### src/rtl/wb_b3_burst_master.sv
// Wishbone B3 initiator: turns one command into a linear incrementing burst.
// Latency: cyc rises the cycle after command accept; read data 1 cycle after ack; done/err 1 cycle after the last response.
// Backpressure: cmd_ready_o only in IDLE; missing write word lowers stb; no read backpressure.
module wb_b3_burst_master #(
  parameter int dw             = 32,
  parameter int aw             = 32,
  parameter int timeout_cycles = 255
) (
  input  logic          wb_clk_i,
  input  logic          wb_rst_i,
  input  logic          cmd_valid_i,
  output logic          cmd_ready_o,
  input  logic [aw-1:0] cmd_adr_i,
  input  logic [4:0]    cmd_len_i,
  input  logic          cmd_we_i,
  input  logic [dw-1:0] wr_dat_i,
  input  logic          wr_valid_i,
  output logic          wr_ready_o,
  output logic [dw-1:0] rd_dat_o,
  output logic          rd_valid_o,
  output logic          busy_o,
  output logic          done_o,
  output logic          err_o,
  output logic [aw-1:0] wb_adr_o,
  output logic [dw-1:0] wb_dat_o,
  output logic [3:0]    wb_sel_o,
  output logic          wb_we_o,
  output logic [1:0]    wb_bte_o,
  output logic [2:0]    wb_cti_o,
  output logic          wb_cyc_o,
  output logic          wb_stb_o,
  input  logic          wb_ack_i,
  input  logic          wb_err_i,
  input  logic          wb_rty_i,
  input  logic [dw-1:0] wb_dat_i
);

  typedef enum logic [1:0] {IDLE, BUS, RETRY} state_t;

  localparam logic [7:0] wd_last = 8'(timeout_cycles - 1);
  localparam bit         wd_en   = (timeout_cycles != 0);

  state_t        state, state_nxt;
  logic [aw-1:0] adr_q;
  logic [4:0]    rem_q;
  logic          we_q;
  logic          classic_q;   // single-beat cycle: either len 1, or a retry left one beat
  logic [7:0]    wd_cnt;
  logic          stb;
  logic          stall;
  logic          ack_hit;
  logic          err_hit;
  logic          rty_hit;
  logic          tmo_hit;

  // State register
  always_ff @(posedge wb_clk_i) begin
    if (wb_rst_i) state <= IDLE;
    else          state <= state_nxt;
  end

  // Next state, bus control and response decode (err beats ack, ack beats rty)
  always_comb begin
    state_nxt   = state;
    cmd_ready_o = 1'b0;
    wb_cyc_o    = 1'b0;
    stb         = 1'b0;
    wb_we_o     = 1'b0;
    wb_sel_o    = 4'h0;
    wb_cti_o    = 3'b000;
    stall       = 1'b0;
    tmo_hit     = 1'b0;
    err_hit     = 1'b0;
    ack_hit     = 1'b0;
    rty_hit     = 1'b0;
    case (state)
      IDLE: begin
        cmd_ready_o = 1'b1;
        if (cmd_valid_i) state_nxt = BUS;
      end
      BUS: begin
        wb_cyc_o = 1'b1;
        stb      = we_q ? wr_valid_i : 1'b1;
        wb_we_o  = we_q;
        wb_sel_o = 4'hf;
        wb_cti_o = classic_q ? 3'b000 : ((rem_q == 5'd1) ? 3'b111 : 3'b010);
        stall    = stb && !wb_ack_i && !wb_err_i && !wb_rty_i;
        tmo_hit  = wd_en && stall && (wd_cnt == wd_last);
        err_hit  = stb && (wb_err_i || tmo_hit);
        ack_hit  = stb && wb_ack_i && !wb_err_i;
        rty_hit  = stb && wb_rty_i && !wb_ack_i && !wb_err_i;
        if (err_hit)                           state_nxt = IDLE;
        else if (ack_hit && rem_q == 5'd1)     state_nxt = IDLE;
        else if (rty_hit)                      state_nxt = RETRY;
      end
      RETRY:   state_nxt = BUS;
      default: state_nxt = IDLE;
    endcase
  end

  assign wb_stb_o   = stb;
  assign wb_adr_o   = adr_q;
  assign wb_dat_o   = (state == BUS && we_q) ? wr_dat_i : '0;
  assign wb_bte_o   = 2'b00;
  assign wr_ready_o = ack_hit && we_q;
  assign busy_o     = (state != IDLE);

  // Command capture, beat accounting, read capture, status pulses and watchdog
  always_ff @(posedge wb_clk_i) begin
    if (wb_rst_i) begin
      adr_q      <= '0;
      rem_q      <= '0;
      we_q       <= 1'b0;
      classic_q  <= 1'b0;
      wd_cnt     <= '0;
      rd_dat_o   <= '0;
      rd_valid_o <= 1'b0;
      done_o     <= 1'b0;
      err_o      <= 1'b0;
    end else begin
      rd_valid_o <= 1'b0;
      done_o     <= 1'b0;
      err_o      <= 1'b0;
      if (state == IDLE && cmd_valid_i) begin
        adr_q     <= cmd_adr_i & ~aw'(3);
        rem_q     <= (cmd_len_i == 5'd0) ? 5'd1 : cmd_len_i;
        we_q      <= cmd_we_i;
        classic_q <= (cmd_len_i <= 5'd1);
      end
      if (ack_hit) begin
        adr_q <= adr_q + aw'(4);
        rem_q <= rem_q - 5'd1;
        if (!we_q) begin
          rd_dat_o   <= wb_dat_i;
          rd_valid_o <= 1'b1;
        end
        if (rem_q == 5'd1) done_o <= 1'b1;
      end
      if (err_hit) err_o <= 1'b1;
      // Re-entry with one beat left is issued as a classic cycle
      if (rty_hit) classic_q <= (rem_q == 5'd1);
      if (stall) wd_cnt <= wd_cnt + 8'd1;
      else       wd_cnt <= 8'd0;
    end
  end

endmodule

### config.mk
export PLATFORM = sky130hd
export DESIGN_NAME = wb_b3_burst_master
export DESIGN_NICKNAME = d
export VERILOG_FILES = /design/src/rtl/wb_b3_burst_master.sv
export SDC_FILE = /design/constraint.sdc
export NUM_CORES = 1
export LEC_CHECK = 0
export CORE_MARGIN = 10
export CORE_UTILIZATION = 30
export DETAILED_ROUTE_END_ITERATION = 10
export SYNTH_ARGS = -nofsm -noshare
export SYNTH_HDL_FRONTEND = slang
export SYNTH_SLANG_ARGS = --single-unit
### constraint.sdc
create_clock -name wb_clk_i -period 2.8 [get_ports wb_clk_i]
set_input_delay 0.7 -clock wb_clk_i [delete_from_list [all_inputs] [get_ports wb_clk_i]]
set_output_delay 0.7 -clock wb_clk_i [all_outputs]
set_load 0.01 [all_outputs]
==> impl_metrics.env <==
export IMPL_multiInputGateArea_um2=2233
export IMPL_wl_per_cell_um=17.55
export IMPL_hold_path_class="reg -> reg"
export IMPL_first_global_vias=4370
export IMPL_place_hpwl_um=12300
export IMPL_cts_max_level=3
export IMPL_yosysWarnings=0
export IMPL_dp_cells=891
export IMPL_drt_pre_antenna_iters=4
export IMPL_rsz0062_at_grt="false"
export IMPL_synthArstFlopShare=0
export IMPL_crit_type="reg -> out"
export IMPL_crit_fanout=37
export IMPL_synth_seq_area_share=0.3942
export IMPL_syn_inst=525
export IMPL_clock_sinks=82
export IMPL_cts_buffers=9
export IMPL_slew_violations=0
export IMPL_clock_fmax_ghz=0.3760
export IMPL_cts_buffer_depth=2
export IMPL_clk_pin_slew_ns=0.06
export IMPL_grt_util_met3=0.03605
export IMPL_cap_violations=0
export IMPL_period_share=0.9498
export IMPL_antenna_found_initial=1
export IMPL_wl_um=15940
export IMPL_chipHeight_um=137.8
export IMPL_synthTopCellsByArea="dfxtp_1, nand2_1, a21oi_1, and3_1, nor2_1"
export IMPL_grt_pass1_wl_um=24060
export IMPL_nNetsFinal=840
export IMPL_rows=42
export IMPL_start_kind="flip-flop"
export IMPL_ant_nets=0
export IMPL_die_x_um=137.8
export IMPL_setup_slack_ns=0.1405
export IMPL_timing_slew_headroom=0.4518
export IMPL_max_stage_delay_ns=0.58
export IMPL_synth_cell_area_um2=4164
export IMPL_synth_most_common_cell="nand2_1"
export IMPL_synthFlopType="dfxtp_1"
export IMPL_vias=4502
export IMPL_grt_busiest_layer="met2"
export IMPL_track_usage=0.1590
export IMPL_path_cells="nand2b_4 -> inv_2 -> buf_6 -> and3_1 -> clkdlybuf4s50_1"
export IMPL_cts_tree="built"
export IMPL_cp_arrival_ns=1.96
export IMPL_ys_top_cells_by_count="nand2_1, dfxtp_1, a21oi_1"
export IMPL_nFillCells=1277
export IMPL_regArea_um2=1643
export IMPL_yosysTopAreaCell="dfxtp_1"
export IMPL_dp_slack_ns=0.01287
export IMPL_io_pins=223
export IMPL_use_met2=0.2834
export IMPL_drive_above_1_share=0.06977
export IMPL_start_util=0.3107
export IMPL_io_buffer_count=216
export IMPL_crit_required_ns=2.10
export IMPL_ys_seq_elements=82
export IMPL_final_cells=908
export IMPL_cp_slowest_cell="clkdlybuf4s50_1"
export IMPL_status="finished, final reports clean"
export IMPL_avgSynthCellArea_um2=7.931
export IMPL_synth_edff_count=0
export IMPL_finClkSkew_ns=0.006143
export IMPL_die_area_um2=18990
export IMPL_clk_latency_ns=0.34
export IMPL_drc=0
export IMPL_critPathCaptureType="primary output"
export IMPL_period_needed_ns=2.659
export IMPL_ir_worst_vdd_mv=0.2480
export IMPL_setup_viol=0
export IMPL_fin_tns_setup_ns=0
export IMPL_worst_pin_slew_ns=0.8223
export IMPL_leakagePower_nw=2.517
export IMPL_power_density_nw_per_um2=445.0
export IMPL_synth_cell_types=62
export IMPL_grt_max_degree=74
export IMPL_cts_root_buf="clkbuf_16"
export IMPL_hold_violations=0
export IMPL_syn_to_final_growth_pct=62.80
export IMPL_grt_use_met1=0.1784
export IMPL_place_congestion=0.7997
export IMPL_netlist_area_leader_share=0.3942
export IMPL_grt_ovfl_total=0
export IMPL_via_per_inst=4.958
export IMPL_drtIter0Drc=294
export IMPL_coreArea_um2=13400
export IMPL_fin_util=0.5059
==> area by class of cell <==
class,count,share of cell area
tap,176,0.03248
sequential,82,0.2423
multi-input combinational,391,0.3295
timing repair buffer,231,0.3442
inverter,11,0.006091
clock buffer,10,0.03525
antenna,1,0.0003691
clock inverter,6,0.009782
==> what timing repair did <==
item / CTS / global route
setup endpoints to repair: 0 / 10
gates resized for setup: 0 / 7
hold buffers: 0 / 0
buffers inserted: 0 / 0
hold endpoints to repair: 0 / 0
==> stage by stage <==
stage	area, um2	power (mW)	hold WS, ns
finish	6779	3.017	0.4549
detailed placement	6450	1.845	0.4469
CTS	6755	3.064	0.4560
floorplan	4175	1.516	0.4297
global route	6779	3.158	0.4685
global placement	6450	1.833	0.4420
==> where the power goes <==
group | switching [mW] | internal (mW) | total (mW)
combinational | 0.228 | 0.314 | 0.542
clock | 0.486 | 0.715 | 1.20
sequential | 0.0583 | 1.22 | 1.27
total | 0.772 | 2.24 | 3.02
==> per-layer routing <==
layer | share of wire | vias up
met3 | 0.073 | 25
met2 | 0.51 | 136
met4 | 0.024 | 0
li1 | - | 2235
met5 | 0 | -
met1 | 0.39 | 2106
==> state kept, by name (all words and copies together), names as in the netlist, 2 cells and up <==
| register | count |
|---|---|
| rd_dat_o | 32 |
| state | 2 |
| rem_q | 5 |
| wb_adr_o | 30 |
| wd_cnt | 8 |
==> final timing paths <==
check	start	endpoint	slack, ns	depth (start not counted)
hold reg to reg	rd_dat_o[28]$_SDFFE_PP0P_	rd_dat_o[28]$_SDFFE_PP0P_	0.45	2
setup reg to reg	wb_adr_o[2]$_SDFFE_PP0P_	wb_adr_o[20]$_SDFFE_PP0P_	0.64	6
hold / removal	rd_dat_o[28]$_SDFFE_PP0P_	rd_dat_o[28]$_SDFFE_PP0P_	0.45	2
setup / recovery	state[0]$_SDFFE_PP0P_	wb_dat_o[0]	0.14	5
==> cell families (layout without fill, tap and decap cells) <==
| group | count (synthesis) | in the layout | share of synthesized area |
|---|---|---|---|
| and+or+nand+nor | 255 | 255 | 0.3107 |
| AOI/OAI and AO/OA | 111 | 111 | 0.1689 |
| DFF | 82 | 82 | 0.3942 |
| buffers and inverters | 55 | 258 | 0.07542 |
| xor gates and xnor gates | 14 | 14 | 0.02945 |
| adders and majority gates | 5 | 5 | 0.01502 |
| muxes | 2 | 2 | 0.005408 |
| other | 1 | 5 | 0.0009006 |
==> cell usage in the layout (no fill, tap or decap), drive strengths merged, types with 6 or more instances in the layout <==
cell type,netlist,final
buf,21,16
inv,11,11
xor2,11,11
nor3,9,9
or3,6,6
a31oi,9,9
and3,41,41
nand4,12,12
a21oi,56,56
clkbuf,23,10
nor2,31,31
o21ai,9,9
clkdlybuf4s50,0,211
nand2,108,108
nor4,7,7
dfxtp,82,82
nand3,20,20
==> critical path, delay by kind of cell (launching register included) <==
| family | cells | cell delay, ns |
|---|---|---|
| AND/OR/NAND/NOR | 2 | 0.29 |
| flip-flops | 1 | 0.42 |
| buffers and inverters | 3 | 0.91 |
Note: power is estimated with default switching activity, not from simulation.
